## src/rtl/bcd_conv_arbiter.sv

```systemverilog
// Round-robin arbiter that shares one binary-to-BCD converter between two requesters.
// It keeps a holding register per requester and a watchdog for conversions that never finish.
module bcd_conv_arbiter #(
    parameter int BIN_W = 15,
    parameter int TO_W  = 8
) (
    input  logic             clk,
    input  logic             reset,
    input  logic             req0,
    input  logic [BIN_W-1:0] bin0,
    input  logic             req1,
    input  logic [BIN_W-1:0] bin1,
    output logic             ack0,
    output logic             ack1,
    output logic             err,
    output logic [15:0]      res0,
    output logic [15:0]      res1,
    output logic             busy,
    output logic             cv_start,
    output logic [BIN_W-1:0] cv_bin,
    input  logic             cv_ready,
    input  logic             cv_done_tick,
    input  logic [15:0]      cv_bcd
);

    localparam logic [2:0] IDLE    = 3'd0;
    localparam logic [2:0] ISSUE   = 3'd1;
    localparam logic [2:0] BUSY    = 3'd2;
    localparam logic [2:0] CAPTURE = 3'd3;
    localparam logic [2:0] RELEASE = 3'd4;

    localparam logic [TO_W-1:0] WD_ONE = {{(TO_W-1){1'b0}}, 1'b1};

    logic [2:0]       state_q, state_d;
    logic             pend0_q, pend1_q;
    logic [BIN_W-1:0] hold0_q, hold1_q;
    logic             last_q, owner_q;
    logic [TO_W-1:0]  wdog_q;
    logic             done_prev_q;
    logic [15:0]      bcd_q;

    logic grant0, grant1, done_edge, timeout, finish;

    // Tie goes to whichever requester was not served last.
    always_comb begin
        grant0 = 1'b0;
        grant1 = 1'b0;
        if (state_q == IDLE && cv_ready) begin
            grant0 = pend0_q && (!pend1_q || last_q);
            grant1 = pend1_q && (!pend0_q || !last_q);
        end
    end

    // A done edge in the terminal-count cycle beats the timeout.
    always_comb begin
        done_edge = cv_done_tick && !done_prev_q;
        timeout   = (state_q == BUSY) && !done_edge && (wdog_q == '1);
        finish    = (state_q == CAPTURE) || timeout;
        ack0      = finish && !owner_q;
        ack1      = finish && owner_q;
        err       = timeout;
        busy      = (state_q != IDLE);
        cv_start  = (state_q == ISSUE);
    end

    always_comb begin
        state_d = state_q;
        case (state_q)
            IDLE:    if (grant0 || grant1) state_d = ISSUE;
            ISSUE:   state_d = BUSY;
            BUSY: begin
                if (done_edge)    state_d = CAPTURE;
                else if (timeout) state_d = RELEASE;
            end
            CAPTURE: state_d = RELEASE;
            RELEASE: if (cv_ready) state_d = IDLE;
            default: state_d = IDLE;
        endcase
    end

    always_ff @(posedge clk or posedge reset) begin
        if (reset) begin
            state_q     <= IDLE;
            pend0_q     <= 1'b0;
            pend1_q     <= 1'b0;
            hold0_q     <= '0;
            hold1_q     <= '0;
            last_q      <= 1'b1;
            owner_q     <= 1'b0;
            wdog_q      <= '0;
            done_prev_q <= 1'b0;
            bcd_q       <= '0;
            cv_bin      <= '0;
            res0        <= '0;
            res1        <= '0;
        end else begin
            state_q <= state_d;
            if (req0) hold0_q <= bin0;
            if (req1) hold1_q <= bin1;
            // A request in the grant cycle re-arms the buffer; the granted operand is already latched.
            pend0_q <= grant0 ? req0 : (pend0_q | req0);
            pend1_q <= grant1 ? req1 : (pend1_q | req1);
            if (grant0 || grant1) begin
                owner_q <= grant1;
                last_q  <= grant1;
                cv_bin  <= grant1 ? hold1_q : hold0_q;
            end
            case (state_q)
                ISSUE: begin
                    wdog_q      <= '0;
                    done_prev_q <= 1'b0;
                end
                BUSY: begin
                    if (wdog_q != '1) wdog_q <= wdog_q + WD_ONE;
                    done_prev_q <= cv_done_tick;
                    if (done_edge) bcd_q <= cv_bcd;
                end
                CAPTURE: begin
                    if (owner_q) res1 <= bcd_q;
                    else         res0 <= bcd_q;
                end
                default: ;
            endcase
        end
    end

endmodule

```

## config.mk

```make
export PLATFORM = sky130hd
export DESIGN_NAME = bcd_conv_arbiter
export DESIGN_NICKNAME = d
export VERILOG_FILES = /design/src/rtl/bcd_conv_arbiter.sv
export SDC_FILE = /design/constraint.sdc
export NUM_CORES = 1
export LEC_CHECK = 0
export ABC_AREA = 0
export ABC_CLOCK_PERIOD_IN_PS = 5200
export BUFFER_PORTS_ARGS = -buffer_cell sky130_fd_sc_hd__buf_2
export CELL_PAD_IN_SITES_DETAIL_PLACEMENT = 0
export CELL_PAD_IN_SITES_GLOBAL_PLACEMENT = 2
export CORE_MARGIN = 5
export CORE_UTILIZATION = 39
export CTS_CLUSTER_SIZE = 20
export DETAILED_ROUTE_END_ITERATION = 12
export PLACE_DENSITY_LB_ADDON = 0.1
export SKIP_LAST_GASP = 1
export SLEW_MARGIN = 25
export SYNTH_ARGS = -nofsm -noshare
export SYNTH_HDL_FRONTEND = slang
export SYNTH_SLANG_ARGS = --single-unit
```

## constraint.sdc

```tcl
create_clock -name clk -period 5.2 [get_ports clk]
set_input_delay 0.52 -clock clk [delete_from_list [all_inputs] [get_ports clk]]
set_output_delay 0.52 -clock clk [all_outputs]
set_load 0.02 [all_outputs]
```

==> After elaboration in Yosys (flattened, before gate mapping) <==
Cells that the tools add are included.
{ "op_classes": {"add_sub_neg": 1, "n_eq_ne": 10, "n_mux": 13, "bitwise_logic": 3, "reduce_logical": 26} }
{ "op_table": {"columns": ["cell", "count"], "rows": [
  ["$pmux 8 s2", 1],
  ["$mux 15", 1],
  ["$pmux 3 s5", 1],
  ["$mux 3", 4],
  ["$add 8x1->8 const B", 1],
  ["$eq 8x8->1 const B", 1],
  ["$logic_and 1x1->1", 8],
  ["$mux 8", 1],
  ["$ne 8x8->1 const B", 1],
  ["$reduce_and 2->1", 4],
  ["$eq 3x2->1 const B", 2],
  ["$logic_not 1->1", 6],
  ["$logic_or 1x1->1", 4],
  ["$mux 1", 4],
  ["$ne 2x1->1 const B", 2],
  ["$eq 3x1->1 const B", 1],
  ["$eq 3x3->1 const B", 1],
  ["$logic_not 3->1", 1],
  ["$ne 3x3->1 const B", 1],
  ["$reduce_and 3->1", 1],
  ["$reduce_bool 3->1", 1],
  ["$ne 2x2->1 const B", 1],
  ["$or 1x1->1", 2],
  ["$pmux 1 s2", 1],
  ["2 further kinds", 2]
]} }
{ "word_totals": {"register_bits": 109, "inputBits": 52, "out_inout_bits": 52, "word_cells": 66} }

==> Longest topological paths before layout <==
Gate-level depths: netlist of run 1.
{ "logic_depth": {"ltp_word": 8, "depth_mapped": 5, "depth_no_buf": 4} }

==> Worst setup path before layout of run 1 <==
No wires, ideal clock.
{ "synth_path": {"path_kind": "register to output", "startpoint": "reg wdog_q[0]", "endpoint": "out ack1", "arrival_ns": 1.632, "t_required_ns": 4.680, "path_slack_ns": 3.048, "stages_incl_launch_ff": 5, "path_buffers": 0, "cell_sequence": "dfrtp_1 > ha_1 > nand4_1 > o31a_1 > nor3b_1"} }
{ "synth_via": {"elab_chain_cells": 4} }
{ "synth_lines": {"columns": ["element", "line", "rtl"], "rows": [
  ["start: declaration", "38", "logic [TO_W-1:0] wdog_q;"],
  ["start signal: assignment", "114", "if (wdog_q != '1) wdog_q <= wdog_q + WD_ONE;"],
  ["$eq 8x8->1", "57", "timeout = (state_q == BUSY) && !done_edge && (wdog_q == '1);"],
  ["$logic_and 1x1->1", "57", null],
  ["$logic_or 1x1->1", "58", "finish = (state_q == CAPTURE) || timeout;"],
  ["$logic_and 1x1->1", "60", "ack1 = finish && owner_q;"],
  ["end: declaration", "14", "output logic ack1,"]
]} }
Every way passes these cells.

==> Final worst setup path of run 1 <==
Same ends and word-level chain as after synthesis.

==> reports/results.ini, run 1 <==
[global_route]
antenna_found_initial=0
grt_pass1_vias=3117
wire_length_of_the_first_global_routing_pass_um=16800
grt.total_usage_pct=14.9
grt_max_degree=62
total_grt_overflow=0

[sta]
tightest_slew_ns=1.00
final-setup-viol-count=0
fin_skew_ns=0.00428
setup_tns_ns=0
max-slew-margin-rel_pct=33.1
final_min_period_over_clock_period_pct=50.1
final_period_minus_worst_setup_slack_ns=2.61
rsz0062_at_grt=false
final_hold_vios=0
max_freq_mhz=384
report.final.slew_viol_count=0

[placed_design]
gp_routability_congestion=0.755
placed_instance_area_um2=5240
place.detailed.instances=575
portBuffers=103
detailedPlacementHpwl_um=7020

[cts]
cts_buffers=9
cts_buffer_depth=2
cts-htree-levels=3
worst_skew_pair.late_latency_ns=0.34
cts_tree=yes
post_cts_buffers=0
clock-sinks=109
resize_count_post_cts=0
ctsRootBufferMaster=sky130_fd_sc_hd__clkbuf_16
clk_pin_slew_ns=0.07
ctsHoldBuffers=0

[cells_and_area]
num-fill-cells=1110
layout.cell_area.non_filler_um2=5570
finalNetCount=492
area_delta_synth_final_pct=19.3
mostFrequentLayoutCell=sky130_fd_sc_hd__dfrtp_1
most-common-layout-cells=108 x sky130_fd_sc_hd__dfrtp_1, 103 x sky130_fd_sc_hd__buf_2, 68 x sky130_fd_sc_hd__mux2_2, 19 x sky130_fd_sc_hd__nand3_1
drive_gt1_share_pct=48.4
num_antenna_cells=0
non_filler_cells_in_the_finished_layout=591

[run_status]
run_status=completed

[yosys]
synth_adder_area_share_pct=0.268
synthDistinctLibCells=54
synth_enable_flop_cells=0
syn_nets=399
yosysWarnings=0
synth_seq_area_share_pct=58.4
compound_gate_portion_of_the_synthesized_area_pct=8.82
ys_ff_latch=109
synth_top_family_by_area=multiplexers
syn_avg_cell_area_um2=13.5
synth_async_sr_flop_share_pct=100
yosys-top-cells-area=sky130_fd_sc_hd__dfrtp_1 58%, sky130_fd_sc_hd__mux2_2 16%, sky130_fd_sc_hd__mux2_4 3.2%
synthMuxAreaShare_pct=20.7
syn_inst=346
synth.top_cell.area_share_pct=57.9
synth_simple_gate_area_share_pct=8.25
yosysTopAreaCell=sky130_fd_sc_hd__dfrtp_1
ys.flop_type=sky130_fd_sc_hd__dfrtp_1
yosys.area_share.xor_xnor_pct=0
synth_area_um2=4670

[critical_path]
crit_path_arrival_time_ns=2.09
r2r_slack_ns=2.97
timing.critical_path.buf_inv=1
setup.worst_path.class=flip-flop to primary output
worst-endpoint-required_ns=4.68
crit_path_end_kind=primary output
worst_r2r_path_depth=3
crit_fanout=6
critPathLaunchType=flip-flop
timing.critical_path.slowest_stage_cell=sky130_fd_sc_hd__dfrtp_1
crit-reg2reg-launch=state_q[0]
worstReg2RegEnd=cv_bin[10]
critical-path-top-delay-family=simple AND/OR/NAND/NOR gates
critical-path-max-stage-delay_ns=0.40
path_cells=ha_1 -> nand4_1 -> o31a_1 -> nor3b_1 -> buf_2

[drt]
routed-via-count=3042
drt_iter0_drc=191
detail-route-antenna-nets=0
wl_per_cell_um=17.4
drt_wl_total_um=10300
drtPass1Iterations=4
drcViolationCount=0
via_per_inst=5.15

[power]
leakage_uw=0.00260
power_per_cell_area_nw_per_um2=588
power_report.internal_total_uw=2090
maximum_vdd_ir_drop_uv=197
clkPwrFrac_pct=22.4
combinationalPowerShare_pct=35.7
sw_frac_of_total_pct=36.2
power.sequential.fraction_pct=41.8
power_switching_uw=1190

[floorplan]
initial_utilization_pct=39.4
die_area_um2=14300
coreArea_um2=11900
die-height_um=119
fp.dieW_um=119
rows=40
io-pin-count=104

[run]
cap_violations=0

[min_path]
min-delay-path-class=input pin to asynchronous set/reset pin

[Yosys cell counts, types with 2 or more instances]
master,n
sky130_fd_sc_hd__mux2_4,10
sky130_fd_sc_hd__a31oi_1,16
sky130_fd_sc_hd__and3_1,2
sky130_fd_sc_hd__a41oi_1,2
sky130_fd_sc_hd__nand2b_1,2
sky130_fd_sc_hd__buf_6,5
sky130_fd_sc_hd__o211ai_1,2
sky130_fd_sc_hd__a21oi_1,16
sky130_fd_sc_hd__mux2i_1,5
sky130_fd_sc_hd__clkbuf_1,7
sky130_fd_sc_hd__nor3_1,2
sky130_fd_sc_hd__nand4_1,2
sky130_fd_sc_hd__o21ai_0,15
sky130_fd_sc_hd__mux2_2,68
sky130_fd_sc_hd__buf_2,6
sky130_fd_sc_hd__buf_1,2
sky130_fd_sc_hd__buf_4,3
sky130_fd_sc_hd__o21ai_1,3
sky130_fd_sc_hd__nand3_1,19
sky130_fd_sc_hd__dfrtp_1,108
sky130_fd_sc_hd__a21o_1,2
sky130_fd_sc_hd__nand2_1,9
sky130_fd_sc_hd__inv_1,6
sky130_fd_sc_hd__nor2_1,3
sky130_fd_sc_hd__a211oi_1,2
[final cells by class]
type | count | area, µm² | share of cell area (%)
clock buffers | 10 | 239 | 4.29
clock inverters | 6 | 86.3 | 1.55
inverters | 6 | 25.0 | 0.449
multi-input cells | 208 | 1780 | 31.9
flip-flops and latches | 109 | 2730 | 49.0
well taps | 147 | 184 | 3.30
repair buffers | 105 | 531 | 9.52
[metrics by stage]
stage / worst slack (ns) / utilization (%) / hold WS [ns] / total power (µW)
floorplan: 1.81 / - / 0.467 / 2220
global placement: 3.01 / 44.2 / 0.482 / 2550
detailed placement: 2.92 / 44.2 / 0.490 / 2580
CTS: 2.60 / 47.0 / 0.276 / 3330
global route: 2.36 / 47.0 / 0.296 / 3490
finish: 2.59 / 47.0 / 0.258 / 3270
[sequential cells by signal (all words and copies together) (netlist names)]
register     count
bcd_q           16
cv_bin          15
done_prev_q      1
hold0_q         15
hold1_q         15
last_q           1
owner_q          1
pend0_q          1
pend1_q          1
res0            16
res1            16
state_q          3
wdog_q           8
[routing by layer]
metal	share of wire [%]	vias up	global-route usage [%]	routed length, µm
met2	48	77	23.6	4940
met4	1.1	0	4.08	111
met3	4.5	8	4.18	459
met1	46	1512	20.2	4770
met5	0	-	0	0
li1	-	1445	-	-
[worst max path at each step]
stage,cells after the start,endpoint,startpoint
final,5,ack1,wdog_q[0]
after global routing,5,ack1,wdog_q[0]
after CTS,5,ack1,wdog_q[0]
after detailed placement,3,cv_bin[2],state_q[0]
after global placement,3,cv_bin[4],state_q[0]
after floorplan,1,bcd_q[0],reset
[cell families after synthesis]
| logic type | count (synthesis) |
|---|---|
| flip-flops | 109 |
| AO/OA/AOI/OAI | 66 |
| adder cells (fa/ha/maj) | 1 |
| buffers and inverters | 29 |
| multiplexers | 83 |
| AND/OR/NAND/NOR | 58 |
[worst reg2reg max path, stage by stage, from the launching register on]
cell                      delay, ns
sky130_fd_sc_hd__dfrtp_1       0.53
sky130_fd_sc_hd__or4b_1        0.91
sky130_fd_sc_hd__a21oi_4       0.51
sky130_fd_sc_hd__a31oi_1       0.15
[power by group through the flow]
stage	registers, µW	logic, µW	clock network, µW
global placement	1380	1180	0
finish	1370	1170	735
floorplan	1530	689	0
global route	1410	1280	791
detailed placement	1390	1190	0
CTS	1370	1190	761
(Power assumes the default switching activity.)
==> inputs of run 2 (changes only) <==
--- a/config.mk
+++ b/config.mk
@@ -6,12 +6,12 @@
 export NUM_CORES = 1
 export LEC_CHECK = 0
 export ABC_AREA = 0
-export ABC_CLOCK_PERIOD_IN_PS = 5200
+export ABC_CLOCK_PERIOD_IN_PS = 2300
 export BUFFER_PORTS_ARGS = -buffer_cell sky130_fd_sc_hd__buf_2
 export CELL_PAD_IN_SITES_DETAIL_PLACEMENT = 0
 export CELL_PAD_IN_SITES_GLOBAL_PLACEMENT = 2
 export CORE_MARGIN = 5
-export CORE_UTILIZATION = 39
+export CORE_UTILIZATION = 33
 export CTS_CLUSTER_SIZE = 20
 export DETAILED_ROUTE_END_ITERATION = 12
 export PLACE_DENSITY_LB_ADDON = 0.1
==> constraint.sdc (replaced) <==
create_clock -name clk -period 2.3 [get_ports clk]
set_input_delay 0.23 -clock clk [delete_from_list [all_inputs] [get_ports clk]]
set_output_delay 0.23 -clock clk [all_outputs]
set_load 0.02 [all_outputs]
==> reports/results.ini, run 2 (synthesis results as in run 1) <==
[run_status]
run_status=completed

[critical_path]
crit_path_arrival_time_ns=1.94  ; -0.15 ns
critPathLaunchType=flip-flop
setup.worst_path.class=flip-flop to primary output
path_cells=buf_4 -> or3b_2 -> inv_1 -> buf_2
crit_path_end_kind=primary output
crit_fanout=9  ; +3
timing.critical_path.slowest_stage_cell=sky130_fd_sc_hd__or3b_2
timing.critical_path.buf_inv=3  ; +2
worst-endpoint-required_ns=2.07  ; -2.61 ns
critical-path-max-stage-delay_ns=0.59  ; +0.19 ns
critical-path-top-delay-family=simple AND/OR/NAND/NOR gates

[placed_design]
dp_slack_ns=0.433  ; -2.49 ns
portBuffers=103  ; unchanged
detailedPlacementHpwl_um=7320  ; +4.3%
gp_routability_congestion=0.708  ; -6.2%

[sta]
final-setup-viol-count=0  ; unchanged
final_hold_vios=0  ; unchanged
final_min_period_over_clock_period_pct=94.4
fin_skew_ns=0.00466  ; +0.000386 ns
max-slew-margin-rel_pct=57.7  ; +25 points
rsz0062_at_grt=false
timing.final.ws_setup_ns=0.130  ; -2.46 ns
report.final.slew_viol_count=0  ; unchanged
max_freq_mhz=461
setup_tns_ns=0  ; unchanged
final_period_minus_worst_setup_slack_ns=2.17
tightest_slew_ns=0.632  ; -0.370 ns

[floorplan]
io-pin-count=104  ; unchanged
rows=43  ; +7.5%
die_area_um2=16600  ; +17%
coreArea_um2=13900  ; +17%
fp.dieW_um=129  ; +8.0%
die-height_um=129  ; +8.0%
initial_utilization_pct=33.6  ; -5.7 points

[global_route]
antenna_found_initial=0  ; unchanged
wire_length_of_the_first_global_routing_pass_um=17700  ; +5.3%
grt.total_usage_pct=13.8  ; -1.1 points
grt_pass1_vias=3271  ; +4.9%
grt_max_degree=110  ; +77%
total_grt_overflow=0  ; unchanged

[power]
power_uw=7590  ; +130%
power_per_cell_area_nw_per_um2=1330  ; +130%
maximum_vdd_ir_drop_uv=488  ; +150%
leakage_uw=0.00264  ; +1.8%

[cts]
cts_tree=yes
worst_skew_pair.late_latency_ns=0.35  ; about the same
ctsHoldBuffers=0  ; unchanged
cts-htree-levels=3  ; unchanged
clock-sinks=109  ; unchanged
cts_buffers=9  ; unchanged
ctsRootBufferMaster=sky130_fd_sc_hd__clkbuf_16
cts_buffer_depth=2  ; unchanged
clk_pin_slew_ns=0.07  ; about the same

[drt]
via_per_inst=4.98  ; -3.3%
drcViolationCount=0  ; unchanged
detail-route-antenna-nets=0  ; unchanged
drtPass1Iterations=4  ; unchanged
routed-via-count=3156  ; +3.7%
wl_per_cell_um=17.4  ; about the same
drt_iter0_drc=142  ; -26%
drt_wl_total_um=11000  ; +7.4%

[cells_and_area]
final_core_util_pct=41.1  ; -5.9 points
finalNetCount=502  ; +2.0%
mostFrequentLayoutCell=sky130_fd_sc_hd__dfrtp_1
most-common-layout-cells=108 x sky130_fd_sc_hd__dfrtp_1, 103 x sky130_fd_sc_hd__buf_2, 68 x sky130_fd_sc_hd__mux2_2, 19 x sky130_fd_sc_hd__nand3_1
num_antenna_cells=0  ; unchanged
drive_gt1_share_pct=49.6  ; +1.1 points
area_delta_synth_final_pct=22.3
largestRegisters=bcd_q (16), res0 (16), res1 (16)

[run]
cap_violations=0  ; unchanged

[min_path]
min-delay-path-class=input pin to asynchronous set/reset pin

[run 2: metrics by stage]
step	hold slack [ns]	instances	instance area (µm²)
floorplan	0.335	346	4670
CTS	0.0704	630	5680
finish	0.0702	634	5710
detailed placement	0.447	614	5340
global placement	0.439	614	5340
global route	0.0867	634	5710
[run 2: worst min-delay path, cell delays in order]
cell and delay, ns:
sky130_fd_sc_hd__buf_2 0.11, sky130_fd_sc_hd__clkinvlp_4 0.07, sky130_fd_sc_hd__buf_12 0.47
[run 2: area by class of cell]
type	count	area, µm²
multi-input cells	208	1780
clock buffers	10	239
well taps	180	225
repair buffers	115	618
clock inverters	6	93.8
flip-flops and latches	109	2730
inverters	6	26.3
fillers	1370	8170
[run 2: final timing paths]
check                             start           to  slack (ns)  depth (start not counted)
min in group clk           cv_done_tick  done_prev_q        0.09                          3
max in group asynchronous         reset   hold0_q[3]        1.82                          3
max reg2reg                  state_q[2]   cv_bin[10]        0.39                          3
min reg2reg                     res0[7]      res0[7]        0.50                          1
min                               reset     res1[10]        0.07                          3
max                          state_q[1]     cv_start        0.13                          4
[run 2: timing repair]
action | in CTS | in global routing
setup buffers | 0 | 4
gates resized for setup | 0 | 1
setup endpoints to repair | 0 | 3
[run 2: metal layers]
metal	vias up	share of wire (%)	GRT usage, %
met2	80	49	22.2
met4	0	0.67	3.34
li1	1480	-	-
met5	-	0	0
met1	1592	45	17.8
met3	4	5.6	5.02
[run 2: report_power, final]
group	leakage, µW	total, µW	internal (µW)	switching [µW]
registers	0.00131	3060	2610	453
logic	0.00117	2800	1200	1600
clock network	0.000160	1730	995	735
total	0.00264	7590	4810	2780
==> inputs of run 3 (changes only) <==
--- a/config.mk
+++ b/config.mk
@@ -8,13 +8,11 @@
 export ABC_AREA = 0
 export ABC_CLOCK_PERIOD_IN_PS = 2300
 export BUFFER_PORTS_ARGS = -buffer_cell sky130_fd_sc_hd__buf_2
-export CELL_PAD_IN_SITES_DETAIL_PLACEMENT = 0
-export CELL_PAD_IN_SITES_GLOBAL_PLACEMENT = 2
 export CORE_MARGIN = 5
-export CORE_UTILIZATION = 33
+export CORE_UTILIZATION = 45
 export CTS_CLUSTER_SIZE = 20
 export DETAILED_ROUTE_END_ITERATION = 12
-export PLACE_DENSITY_LB_ADDON = 0.1
+export PLACE_DENSITY = 0.71
 export SKIP_LAST_GASP = 1
 export SLEW_MARGIN = 25
 export SYNTH_ARGS = -nofsm -noshare
==> reports/results.ini, run 3 (synthesis results as in run 1) <==
[global_route]
antenna_found_initial=0  ; unchanged
wire_length_of_the_first_global_routing_pass_um=16400  ; -7.4%
grt.total_usage_pct=16.1  ; +2.3 points
grt_pass1_vias=3287  ; +0.49%
total_grt_overflow=0  ; unchanged
grt_max_degree=49  ; -55%

[cells_and_area]
drive_gt1_share_pct=48.7  ; -0.89 points
num-fill-cells=896  ; -35%
layout.cell_area.non_filler_um2=5490  ; -3.9%
area_used_by_multi_input_combinational_logic_um2=1780  ; unchanged
non_filler_cells_in_the_finished_layout=586  ; -7.6%
area_delta_synth_final_pct=17.5
ff_latch_area_um2=2730  ; unchanged
finalNetCount=499  ; -0.60%
largestRegisters=bcd_q (16), res0 (16), res1 (16)
most-common-layout-cells=108 x sky130_fd_sc_hd__dfrtp_1, 103 x sky130_fd_sc_hd__buf_2, 68 x sky130_fd_sc_hd__mux2_2, 19 x sky130_fd_sc_hd__nand3_1
mostFrequentLayoutCell=sky130_fd_sc_hd__dfrtp_1
num_antenna_cells=0  ; unchanged

[power]
maximum_vdd_ir_drop_uv=529  ; +8.5%
power_report.internal_total_uw=4170  ; -13%
power_per_cell_area_nw_per_um2=1250  ; -6.1%
clkPwrFrac_pct=15.6  ; -7.2 points
power_switching_uw=2680  ; -3.7%
sw_frac_of_total_pct=39.1  ; +2.4 points
power.sequential.fraction_pct=45.3  ; +5.0 points
combinationalPowerShare_pct=39.1  ; +2.2 points
leakage_uw=0.00256  ; -3.1%

[cts]
clock-sinks=109  ; unchanged
clk_pin_slew_ns=0.10  ; +0.03 ns
cts_tree=yes
cts-htree-levels=3  ; unchanged
cts_buffers=9  ; unchanged
worst_skew_pair.late_latency_ns=0.37  ; +0.02 ns
cts_buffer_depth=2  ; unchanged
ctsRootBufferMaster=sky130_fd_sc_hd__clkbuf_8

[sta]
max-slew-margin-rel_pct=51.1  ; -6.6 points
max_freq_mhz=460  ; -0.27%
final_min_period_over_clock_period_pct=94.6  ; +0.25 points
rsz0062_at_grt=false
setup_tns_ns=0  ; unchanged
final-setup-viol-count=0  ; unchanged
final_period_minus_worst_setup_slack_ns=2.18  ; +0.00585 ns
final_hold_vios=0  ; unchanged
fin_skew_ns=0.00817  ; +0.00350 ns
report.final.slew_viol_count=0  ; unchanged
tightest_slew_ns=0.732  ; +0.100 ns

[critical_path]
crit_path_end_kind=primary output
crit_path_arrival_time_ns=1.95  ; about the same
worst-endpoint-required_ns=2.07  ; about the same
startpoint=state_q[0]
crit_fanout=11  ; +2
crit-reg2reg-launch=state_q[0]
critPathLaunchType=flip-flop
setup.worst_path.class=flip-flop to primary output

[drt]
routed-via-count=3133  ; -0.73%
drt_iter0_drc=143  ; +0.70%
drcViolationCount=0  ; unchanged
drt_wl_total_um=9790  ; -11%
via_per_inst=5.35  ; +7.4%
wl_per_cell_um=16.7  ; -4.0%
detail-route-antenna-nets=0  ; unchanged
drtPass1Iterations=5  ; +1

[run_status]
run_status=completed

[floorplan]
fp.dieW_um=112  ; -13%
rows=37  ; -14%
initial_utilization_pct=45.6  ; +12 points
die_area_um2=12500  ; -25%
io-pin-count=104  ; unchanged
coreArea_um2=10200  ; -26%
die-height_um=112  ; -13%

[min_path]
holdCritStartpoint=cv_done_tick
min-delay-path-class=input pin to flip-flop

[placed_design]
place.detailed.instances=568  ; -7.5%
portBuffers=103  ; unchanged
placed_instance_area_um2=5290  ; -1.1%
detailedPlacementHpwl_um=6940  ; -5.2%
gp_routability_congestion=0.825  ; +16%

[run]
cap_violations=0  ; unchanged

## run 3: cell types whose count changed in the layout (fill, tap and decap cells not counted), sizes merged
cell / before / now
dlygate4sd3: 0 / 1
clkinvlp: 2 / 1
buf: 115 / 111
clkinv: 1 / 3
bufinv: 2 / 0
## run 3: metrics by stage
| step | hold WS [ns] | utilization [%] | setup WS, ns | total power (µW) |
|---|---|---|---|---|
| finish | 0.0632 | 53.6 | 0.124 | 6860 |
| global route | 0.0597 | 53.6 | 0.0216 | 7310 |
| CTS | 0.0472 | 53.5 | 0.0779 | 6930 |
| detailed placement | 0.383 | 51.7 | 0.453 | 5850 |
| global placement | 0.383 | 51.7 | 0.492 | 5730 |
| floorplan | 0.335 | - | 0.438 | 5030 |
## run 3: area by class of cell
class                           instances  area share [%]
Clock buffer                           10            2.33
Clock inverter                          5           0.844
Inverter                                6           0.479
Multi-Input combinational cell        208            32.4
Sequential cell                       109            49.7
Tap cell                              136            3.10
Timing Repair Buffer                  112            11.1
## run 3: per-layer routing
| metal | wire (µm) | vias to the layer above | track usage (%) |
|---|---|---|---|
| li1 | - | 1458 | - |
| met1 | 4340 | 1559 | 21.2 |
| met2 | 4690 | 101 | 25.7 |
| met3 | 610 | 15 | 4.40 |
| met4 | 153 | 0 | 5.52 |
| met5 | 0 | - | 0 |
## run 3: power by group through the flow
stage	clock network (µW)	logic, µW	registers, µW
3_5_place_dp	0	2720	3140
2_1_floorplan	0	1560	3470
3_3_place_gp	0	2630	3100
6_report	1070	2680	3100
4_1_cts	1110	2720	3100
5_1_grt	1180	2930	3200
## run 3: worst max-delay path: stages, from the launching register on
cell and delay (ns):
sky130_fd_sc_hd__dfrtp_1 0.61, sky130_fd_sc_hd__or3b_2 0.62, sky130_fd_sc_hd__inv_1 0.17, sky130_fd_sc_hd__buf_2 0.19
## run 3: worst paths after layout
check,cells after the start,endpoint,slack [ns]
worst max-delay path,3,cv_start,0.12
worst min-delay path,3,done_prev_q,0.06
worst max register to register,4,cv_bin[6],0.43
max in group asynchronous,4,res0[2],1.12
min in group asynchronous,3,cv_bin[6],0.51
worst min register to register,2,done_prev_q,0.51
## run 3: timing repair
| item | 4_1_cts | 5_1_grt |
|---|---|---|
| resized for setup | 0 | 1 |
| endpoints found under the hold margin | 30 | 0 |
| buffers inserted | 0 | 2 |
| endpoints found under the setup margin | 0 | 3 |
| hold buffers | 1 | 0 |
